===== src/rtl/key_debouncer.sv =====
// key_debouncer: 2-flop synchronizer, debounce filter and hold/repeat
// event generator for a bank of active-low pushbuttons.
//
// Ports:
//   CLOCK_50    in   1       system clock, rising edge
//   RESET       in   1       asynchronous, active-high reset
//   KEY         in   N_KEYS  raw pushbuttons, active-low, asynchronous
//   key_level   out  N_KEYS  debounced state, 1 = pressed
//   key_press   out  N_KEYS  1-cycle pulse on an accepted press
//   key_release out  N_KEYS  1-cycle pulse on an accepted release
//   key_hold    out  N_KEYS  1 while pressed for >= HOLD_CYCLES
//   key_repeat  out  N_KEYS  pulse at hold entry, then every REPEAT_CYCLES
//
// DEBOUNCE_CYCLES, HOLD_CYCLES and REPEAT_CYCLES must each be >= 2.

module key_debouncer #(
    parameter int N_KEYS          = 4,
    parameter int DEBOUNCE_CYCLES = 1000000,
    parameter int HOLD_CYCLES     = 50000000,
    parameter int REPEAT_CYCLES   = 12500000
) (
    input  logic              CLOCK_50,
    input  logic              RESET,
    input  logic [N_KEYS-1:0] KEY,
    output logic [N_KEYS-1:0] key_level,
    output logic [N_KEYS-1:0] key_press,
    output logic [N_KEYS-1:0] key_release,
    output logic [N_KEYS-1:0] key_hold,
    output logic [N_KEYS-1:0] key_repeat
);

    localparam int MAX_DH  = (DEBOUNCE_CYCLES > HOLD_CYCLES) ?
                             DEBOUNCE_CYCLES : HOLD_CYCLES;
    localparam int MAX_CYC = (MAX_DH > REPEAT_CYCLES) ?
                             MAX_DH : REPEAT_CYCLES;
    localparam int CNT_W   = $clog2(MAX_CYC) + 1;

    localparam logic [CNT_W-1:0] DEB_LAST  = CNT_W'(DEBOUNCE_CYCLES - 1);
    localparam logic [CNT_W-1:0] HOLD_LAST = CNT_W'(HOLD_CYCLES - 1);
    localparam logic [CNT_W-1:0] REP_LAST  = CNT_W'(REPEAT_CYCLES - 1);
    localparam logic [CNT_W-1:0] CNT_ONE   = CNT_W'(1);

    typedef enum logic [2:0] {
        S_IDLE,
        S_PRESS_WAIT,
        S_PRESSED,
        S_HELD,
        S_RELEASE_WAIT
    } state_e;

    // Synchronizer resets to the released level so that reset itself
    // never looks like a press to the filter.
    logic [N_KEYS-1:0] sync1_q;
    logic [N_KEYS-1:0] sync2_q;
    logic [N_KEYS-1:0] pressed_s;

    always_ff @(posedge CLOCK_50 or posedge RESET) begin
        if (RESET) begin
            sync1_q <= '1;
            sync2_q <= '1;
        end else begin
            sync1_q <= KEY;
            sync2_q <= sync1_q;
        end
    end

    assign pressed_s = ~sync2_q;

    for (genvar k = 0; k < N_KEYS; k++) begin : g_key
        state_e           state_q;
        logic [CNT_W-1:0] cnt_q;
        logic [CNT_W-1:0] cnt_d;
        logic             held_q;
        logic             level_q;
        logic             press_q;
        logic             release_q;
        logic             hold_q;
        logic             repeat_q;
        logic             s;
        logic             deb_done;
        logic             hold_done;
        logic             rep_done;

        assign s         = pressed_s[k];
        assign cnt_d     = cnt_q + CNT_ONE;
        assign deb_done  = (cnt_q == DEB_LAST);
        assign hold_done = (cnt_q == HOLD_LAST);
        assign rep_done  = (cnt_q == REP_LAST);

        // One counter serves debounce, hold and repeat timing; every
        // state transition restarts it from zero.
        always_ff @(posedge CLOCK_50 or posedge RESET) begin
            if (RESET) begin
                state_q   <= S_IDLE;
                cnt_q     <= '0;
                held_q    <= 1'b0;
                level_q   <= 1'b0;
                press_q   <= 1'b0;
                release_q <= 1'b0;
                hold_q    <= 1'b0;
                repeat_q  <= 1'b0;
            end else begin
                press_q   <= 1'b0;
                release_q <= 1'b0;
                repeat_q  <= 1'b0;
                unique case (state_q)
                    S_IDLE: begin
                        if (s) begin
                            state_q <= S_PRESS_WAIT;
                            cnt_q   <= '0;
                        end
                    end
                    S_PRESS_WAIT: begin
                        if (!s) begin
                            state_q <= S_IDLE;
                            cnt_q   <= '0;
                        end else if (deb_done) begin
                            state_q <= S_PRESSED;
                            cnt_q   <= '0;
                            level_q <= 1'b1;
                            press_q <= 1'b1;
                        end else begin
                            cnt_q <= cnt_d;
                        end
                    end
                    S_PRESSED: begin
                        if (!s) begin
                            state_q <= S_RELEASE_WAIT;
                            cnt_q   <= '0;
                        end else if (hold_done) begin
                            state_q  <= S_HELD;
                            cnt_q    <= '0;
                            held_q   <= 1'b1;
                            hold_q   <= 1'b1;
                            repeat_q <= 1'b1;
                        end else begin
                            cnt_q <= cnt_d;
                        end
                    end
                    S_HELD: begin
                        if (!s) begin
                            state_q <= S_RELEASE_WAIT;
                            cnt_q   <= '0;
                        end else if (rep_done) begin
                            cnt_q    <= '0;
                            repeat_q <= 1'b1;
                        end else begin
                            cnt_q <= cnt_d;
                        end
                    end
                    S_RELEASE_WAIT: begin
                        // A bounce back to pressed resumes the phase the
                        // key was in, with its timer restarted.
                        if (s) begin
                            state_q <= held_q ? S_HELD : S_PRESSED;
                            cnt_q   <= '0;
                        end else if (deb_done) begin
                            state_q   <= S_IDLE;
                            cnt_q     <= '0;
                            level_q   <= 1'b0;
                            hold_q    <= 1'b0;
                            held_q    <= 1'b0;
                            release_q <= 1'b1;
                        end else begin
                            cnt_q <= cnt_d;
                        end
                    end
                    default: begin
                        state_q <= S_IDLE;
                        cnt_q   <= '0;
                    end
                endcase
            end
        end

        assign key_level[k]   = level_q;
        assign key_press[k]   = press_q;
        assign key_release[k] = release_q;
        assign key_hold[k]    = hold_q;
        assign key_repeat[k]  = repeat_q;
    end

endmodule


===== config.mk =====
export PLATFORM = sky130hd
export DESIGN_NAME = key_debouncer
export DESIGN_NICKNAME = d
export VERILOG_FILES = /design/src/rtl/key_debouncer.sv
export SDC_FILE = /design/constraint.sdc
export NUM_CORES = 1
export LEC_CHECK = 0
export ABC_CLOCK_PERIOD_IN_PS = 4500
export BUFFER_PORTS_ARGS = -buffer_cell sky130_fd_sc_hd__buf_4
export CAP_MARGIN = 20
export CORE_UTILIZATION = 45
export DETAILED_ROUTE_END_ITERATION = 8
export PLACE_DENSITY = 0.57
export SETUP_SLACK_MARGIN = 0.2
export SYNTH_ARGS = -nofsm -noshare
export SYNTH_HDL_FRONTEND = slang
export SYNTH_SLANG_ARGS = --single-unit

===== constraint.sdc =====
create_clock -name CLOCK_50 -period 4.5 [get_ports CLOCK_50]
set_input_delay 0 -clock CLOCK_50 [delete_from_list [all_inputs] [get_ports CLOCK_50]]
set_output_delay 0 -clock CLOCK_50 [all_outputs]
set_load 0.02 [all_outputs]

==> run metrics, run 1 <==
Synth Register Bits between 100 and 150; CTS tree yes; reg2reg end g_key[3].cnt_q[20]$_DFFE_PP0N_; Area Overhead vs Synth 10.0%; Post-Place Cells 1298; PortBufs 25; drt drc 0; antenna violations before repair 0; Fmax achieved 353 MHz; sequential share of power around 44%; slew at the pin closest to its max-slew limit approximately 0.95 ns; post-synthesis cell type count 70; crit path DAT roughly 3.2 ns; Reg2Reg Depth 6; clock transition at the registers of the reported paths ~0.070 ns; sw frac a little over a quarter; DRT Wirelength between 20000 and 25000 um; die height 143 um; sequential area share after synthesis 41.8%; Hold Vio Cnt, Final 0; CTS root buffer clkbuf_16; Comb pwr share ~10%; Setup Total Neg Slack 0 ns; Worst EP required 4.81 ns; gp weighted congestion 0.890; mapped cell area 8890 sq um; clk sinks between 100 and 150; EDFF count, synth 0; Reg2Reg Setup Slack between 1.5 and 2 ns; Fill cells around 1900; CTS buffer count 17; ant diodes 0; largest net degree at the start of global routing a little under 70; Mapped Cells between 1000 and 1500; wire per inst about 16 um; commonest cells after routing, fill and taps aside 173 x nand2_1, 140 x dfrtp_1, 82 x nor2_1, 60 x o21ai_0, 49 x nand4_1; endpoints failing setup 0; min-delay worst type primary input to asynchronous set/reset pin; Top FF cell, synth dfrtp_1; Longest Clk Path Bufs 2; Final ANT Viol Nets 0; post-synth net total roughly 1100; core area just under 20000 sq um; crit path kind flip-flop to flip-flop; total number of vias roughly 7900; crit start category flip-flop; first-pass detailed-route iteration total 7; final worst path period share between 60% and 70%; gr ovfl total 0; PwrDens between 300 and 400 nW/um^2; Via-to-Cell Ratio a little under 6; Max-cap violations 0; Power Internal 2.39 mW; Async S/R FF share, synth 100%; Iteration-0 DRC Markers about 580; r2r startpoint g_key[3].cnt_q[7]$_DFFE_PP0N_; RSZ-0062 raised after global routing no; run status completed; hpwl dp around 14000 um; Total GRT Usage ~22%; H-tree depth 4; Non-Filler Instances 1335; die area 20300 sq um; Clock Power Share 45.7%; I/O pin cnt 26; commonest non-fill, non-tap cell in the layout nand2_1; Final Power 3.25 mW; Final Slew Violations 0; footprint of the multi-input gates around 4700 sq um; Die X-Extent about 140 um; final core occ roughly half; Rows 51; Leak Pwr approximately 4.1 nW; Slew HR between 30% and 40%; crit end category flip-flop; post-CTS setup buffers 0; first-pass GRT wire length 36500 um; YS warnings 0; Post-Syn Area per Cell 8.28 sq um; worst vdd ir around 0.28 mV; CP Launch Point g_key[3].cnt_q[7]$_DFFE_PP0N_; Crit Path Max Fanout 22; crit path time final 2.84 ns; total area of sequential cells between 3000 and 4000 sq um; fin nets 1067; initial cell density of the core a little under half; share of layout cells above drive strength 1 ~8.5%; vias in the first global route around 7300; worst-skew pair later-pin latency about 0.43 ns; Switching Power a little under 0.9 mW; Final Skew ~0.011 ns
[Yosys cell counts (13+ instances only)]
master	n	area [sq um]
nor4_1	37	231
nand3_1	40	200
buf_4	21	158
clkbuf_1	49	184
a21o_1	13	97.6
a21oi_1	35	175
nor2_1	82	308
o22ai_1	45	282
o21ai_0	61	305
and2_1	34	213
nor2b_1	14	87.6
or3_1	22	138
nand2_1	173	649
inv_1	23	86.3
dfrtp_1	140	3500
nand4_1	49	307
and3_1	14	87.6
and4_1	16	140
nor3_1	44	220
[stage by stage]
stage                     area (sq um)  setup WS, ns  hold WS, ns
after floorplan                   8890         0.534      0.00448
final                             9780          1.66        0.222
after global placement            9110          1.72        0.110
after detailed placement          9110          1.72        0.110
after CTS                         9780          1.67        0.214
after global routing              9780          1.35        0.217
[layout make-up]
class	count	area share, %
Multi-Input combinational cell	827	48.2
Sequential cell	148	38.0
Clock buffer	21	4.71
Tap cell	265	3.39
Timing Repair Buffer	40	3.20
Clock inverter	11	1.56
Inverter	23	0.934
[kinds of logic after synthesis]
kind of cell,count (synthesis),share of synthesized area (%)
multiplexers,9,1.11
adder cells (fa/ha/maj),4,0.563
buffers and inverters,98,5.24
AO/OA/AOI/OAI,219,15.5
flip-flops,148,41.8
XOR/XNOR,11,1.08
AND/OR/NAND/NOR,584,34.7
[state kept, by name (all words and copies together) (netlist names)]
register and cells:
g_key.level_q 4, g_key.release_q 4, sync2_q 4, g_key.state_q 12, g_key.hold_q 4, sync1_q 4, g_key.press_q 4, g_key.repeat_q 4
g_key.cnt_q 108
[worst max-delay path, cell delays in order, from the launching register on]
cell	delay [ns]
dfrtp_1	0.46
nor3_1	0.33
nand3_1	0.25
o41ai_2	0.52
o21a_1	0.67
o21ai_0	0.18
mux2_2	0.31
[metal layers]
layer / part of all wire [%] / vias to the layer above / GRT usage [%]
li1: - / 3881 / -
met1: 48 / 3816 / 30.5
met2: 46 / 199 / 36.2
met3: 4.0 / 26 / 4.00
met4: 1.5 / 0 / 5.94
met5: 0 / - / 0
[worst max-delay path by stage]
| stage | to | slack (ns) | depth (start not counted) |
|---|---|---|---|
| after floorplan | g_key[0].cnt_q[0]$_DFFE_PP0N_ | 0.53 | 1 |
| after global placement | g_key[3].cnt_q[20]$_DFFE_PP0N_ | 1.72 | 6 |
| after detailed placement | g_key[3].cnt_q[20]$_DFFE_PP0N_ | 1.72 | 6 |
| after CTS | g_key[3].cnt_q[20]$_DFFE_PP0N_ | 1.67 | 6 |
| after global routing | g_key[3].cnt_q[20]$_DFFE_PP0N_ | 1.35 | 6 |
| final | g_key[3].cnt_q[20]$_DFFE_PP0N_ | 1.66 | 6 |
[power by group through the flow]
stage	sequential, mW	clock [mW]	combinational (mW)
2_1_floorplan	1.44	0	0.260
3_3_place_gp	1.46	0	0.326
3_5_place_dp	1.46	0	0.329
4_1_cts	1.44	1.52	0.333
5_1_grt	1.45	1.57	0.373
6_report	1.44	1.49	0.326
[repair_timing]
action	CTS	global route
hold buffers	5	0
gates resized for setup	0	0
hold endpoints to repair	68	0
No activity file was read; power rests on OpenSTA's default activity.
==> inputs of run 2 (changes only) <==
--- a/config.mk
+++ b/config.mk
@@ -5,7 +5,8 @@
 export SDC_FILE = /design/constraint.sdc
 export NUM_CORES = 1
 export LEC_CHECK = 0
-export ABC_CLOCK_PERIOD_IN_PS = 4500
+export ABC_AREA = 1
+export ABC_CLOCK_PERIOD_IN_PS = 2900
 export BUFFER_PORTS_ARGS = -buffer_cell sky130_fd_sc_hd__buf_4
 export CAP_MARGIN = 20
 export CORE_UTILIZATION = 45
==> constraint.sdc (replaced) <==
create_clock -name CLOCK_50 -period 2.9 [get_ports CLOCK_50]
set_input_delay 0 -clock CLOCK_50 [delete_from_list [all_inputs] [get_ports CLOCK_50]]
set_output_delay 0 -clock CLOCK_50 [all_outputs]
set_load 0.02 [all_outputs]
==> run metrics, run 2 <==
run status completed (unchanged); Top FF cell, synth dfrtp_1 (unchanged); Post-Layout Inst Area 10800 sq um (was 9780 sq um); antenna violations before repair 0 (unchanged); share of layout cells above drive strength 1 9.88% (was 8.50%); Reg2Reg Setup Slack 0.88 ns (was 1.66 ns); post-synthesis cell type count 47 (was 70); top cells by count, synth 490 x nand2_1, 181 x nor2_1, 179 x inv_1, 140 x dfrtp_1, 81 x nand3_1 (was 173 x nand2_1, 140 x dfrtp_1, 82 x nor2_1, 61 x o21ai_0); final worst-path setup slack 0.876 ns (was 1.66 ns); Setup Total Neg Slack 0 ns (unchanged); Leak Pwr 5.21 nW (was 4.11 nW); largest cells by area after synthesis dfrtp_1 35%, nand2_1 19%, nor2_1 6.8% (was dfrtp_1 39%, nand2_1 7.3%, nor2_1 3.5%); worst vdd ir 0.370 mV (was 0.279 mV); Mapped Cells 1433 (was 1073); fin nets 1444 (was 1067); first-pass GRT wire length 38700 um (was 36500 um); Worst EP required 3.20 ns (was 4.81 ns); crit path time final 2.02 ns (was 2.84 ns); Fill cells 2180 (was 1885); final core occ 50.7% (was 50.4%); ant diodes 0 (unchanged); worst path bufs/invs 0 (unchanged); gr ovfl total 0 (unchanged); Area after DPL 10200 sq um (was 9110 sq um); Crit Path Max Fanout 22 (unchanged); Longest Clk Path Bufs 2 (unchanged); RSZ-0062 raised after global routing no (unchanged); die height 151 um (was 143 um); count leader, synth nand2_1 (unchanged); hold wc startpoint KEY[3]; Fmax achieved 494 MHz (was 353 MHz); final worst path period share 69.8% (was 63.0%); Async S/R FF share, synth 100% (unchanged); Final Slew Violations 0 (unchanged); vias in the first global route 7929 (was 7310); PortBufs 25 (unchanged); Largest delay share family, worst path simple AND/OR/NAND/NOR gates (was compound AO/OA/AOI/OAI gates); endpoints failing setup 0 (unchanged); PwrDens 563 nW/um^2 (was 333 nW/um^2); Final Power 6.09 mW (was 3.25 mW); crit end category flip-flop (unchanged); Final Skew 0.0115 ns (was 0.0106 ns); core area 21400 sq um (was 19400 sq um); commonest cells after routing, fill and taps aside 490 x nand2_1, 180 x nor2_1, 178 x inv_1, 140 x dfrtp_1, 81 x nand3_1 (was 173 x nand2_1, 140 x dfrtp_1, 82 x nor2_1, 60 x o21ai_0, 49 x nand4_1); area leader, netlist dfrtp_1 (unchanged); clk sinks 148 (unchanged); crit path kind flip-flop to flip-flop (unchanged); sequential area share after synthesis 37.4% (was 41.8%); initial cell density of the core 46.5% (was 45.8%); r2r startpoint g_key[3].cnt_q[0]$_DFFE_PP0N_ (was g_key[3].cnt_q[7]$_DFFE_PP0N_); reg2reg end g_key[3].cnt_q[22]$_DFFE_PP0N_ (was g_key[3].cnt_q[20]$_DFFE_PP0N_); CTS tree yes (unchanged); Die X-Extent 151 um (was 143 um); Synth Register Bits 148 (unchanged); Reg2Reg Depth 10 (was 6); Via-to-Cell Ratio 4.92 (was 5.93); Crit path top cell by count nand2_2; hpwl dp 16600 um (was 14000 um); wire per inst 13.1 um (was 15.8 um); CTS root buffer clkbuf_16 (unchanged); Iteration-0 DRC Markers 397 (was 575); critical-path cell list ha_1 -> nand2_1 -> nor2_4 -> nand2_2 -> nor2_2 -> nand2_2 -> nand2_2 -> nand2_2 -> nor2_8 -> o21ai_0 (was nor3_1 -> nand3_1 -> o41ai_2 -> o21a_1 -> o21ai_0 -> mux2_2); Fin Hold WS 0.219 ns (was 0.222 ns); Slowest-stage cell, CP dfrtp_1 (was o21a_1); Max-cap violations 0 (unchanged); total number of vias 8471 (was 7922); largest net degree at the start of global routing 63 (was 69); post-CTS setup buffers 0 (unchanged); slew at the pin closest to its max-slew limit 0.800 ns (was 0.953 ns); Reg with most FFs g_key.cnt_q (unchanged); max reg flops 108 (unchanged); CP Launch Point g_key[3].cnt_q[0]$_DFFE_PP0N_ (was g_key[3].cnt_q[7]$_DFFE_PP0N_); CTS buffer count 17 (unchanged); die area 22700 sq um (was 20300 sq um); Total GRT Usage 21.4% (was 22.3%); Worst Hold Path Cells 2; hold path endpoint sync1_q[3]$_DFF_PP1_; pre-CTS WS 0.862 ns (was 1.72 ns); I/O pin cnt 26 (unchanged); slowest stage delay, CP 0.38 ns (was 0.67 ns); clock transition at the registers of the reported paths 0.06 ns (was 0.07 ns); first-pass detailed-route iteration total 5 (was 7); post-synth net total 1443 (was 1083); DRT Wirelength 22600 um (was 21100 um); worst-skew pair later-pin latency 0.43 ns (about the same); min-delay worst type primary input to flip-flop (was primary input to asynchronous set/reset pin); Final ANT Viol Nets 0 (unchanged); YS warnings 0 (unchanged); Hold Vio Cnt, Final 0 (unchanged); H-tree depth 4 (unchanged); EDFF count, synth 0 (unchanged); crit path DAT 2.32 ns (was 3.15 ns); post-synth top area share 35.3% (was 39.4%); Area Overhead vs Synth 8.95% (was 10.0%); crit start category flip-flop (unchanged); drt drc 0 (unchanged); Rows 53 (was 51); Largest regs g_key.cnt_q x108, g_key.state_q x12 (unchanged); commonest non-fill, non-tap cell in the layout nand2_1 (unchanged); Post-Syn Area per Cell 6.93 sq um (was 8.28 sq um); Non-Filler Instances 1722 (was 1335); gp weighted congestion 0.933 (was 0.890); Post-Place Cells 1685 (was 1298); mapped cell area 9940 sq um (was 8890 sq um); Slew HR 46.6% (was 36.5%)
## run 2: changes by cell type after synthesis, moves of 37 or more
cell and delta:
inv_1 +156, xor2_1 +64, nand3_1 +41, o21ai_0 -37, nor2_1 +99, o22ai_1 -44, clkbuf_1 -42, nand2_1 +317
## run 2: timing repair
item	CTS	global route
gates resized for setup	0	0
endpoints found under the hold margin	34	0
hold buffers	5	0
## run 2: cell families (layout without fill, tap and decap cells)
family / Yosys count / after routing / share of synthesized area [%]
simple gates: 886 / 886 / 39.2
buf+inv: 236 / 250 / 10.6
flops: 148 / 148 / 37.4
compound gates: 79 / 79 / 5.29
xor+xnor: 79 / 79 / 6.96
fa+ha+maj: 4 / 4 / 0.504
mux: 1 / 1 / 0.101
## run 2: cell type report
class	count	area (sq um)	share of cell area, %
clock buffers	21	450	4.16
clock inverters	11	151	1.40
inverters	182	687	6.35
multi-input cells	1049	5170	47.8
flip-flops and latches	148	3710	34.3
well taps	275	344	3.18
repair buffers	36	308	2.84
## run 2: metal layers
metal	wire length, um	vias up	track usage [%]
met2	10300	125	33.6
met4	210	0	5.20
met5	0	-	0
li1	-	4439	-
met1	11400	3892	30.5
met3	702	15	3.55
## run 2: worst max-delay path by stage
| stage | slack (ns) | cells after the start | end |
|---|---|---|---|
| 2_1_floorplan | 1.05 | 1 | g_key[0].cnt_q[0]$_DFFE_PP0N_ |
| 3_3_place_gp | 0.89 | 10 | g_key[1].cnt_q[25]$_DFFE_PP0N_ |
| 3_5_place_dp | 0.86 | 10 | g_key[3].cnt_q[22]$_DFFE_PP0N_ |
| 4_1_cts | 0.86 | 10 | g_key[3].cnt_q[22]$_DFFE_PP0N_ |
| 5_1_grt | 0.63 | 10 | g_key[2].cnt_q[10]$_DFFE_PP0N_ |
| 6_report | 0.88 | 10 | g_key[3].cnt_q[22]$_DFFE_PP0N_ |
## run 2: where the power goes
part           switching, mW  internal, mW
combinational           1.10         0.416
sequential             0.113          2.19
clock                  0.892          1.38
total                   2.10          3.99
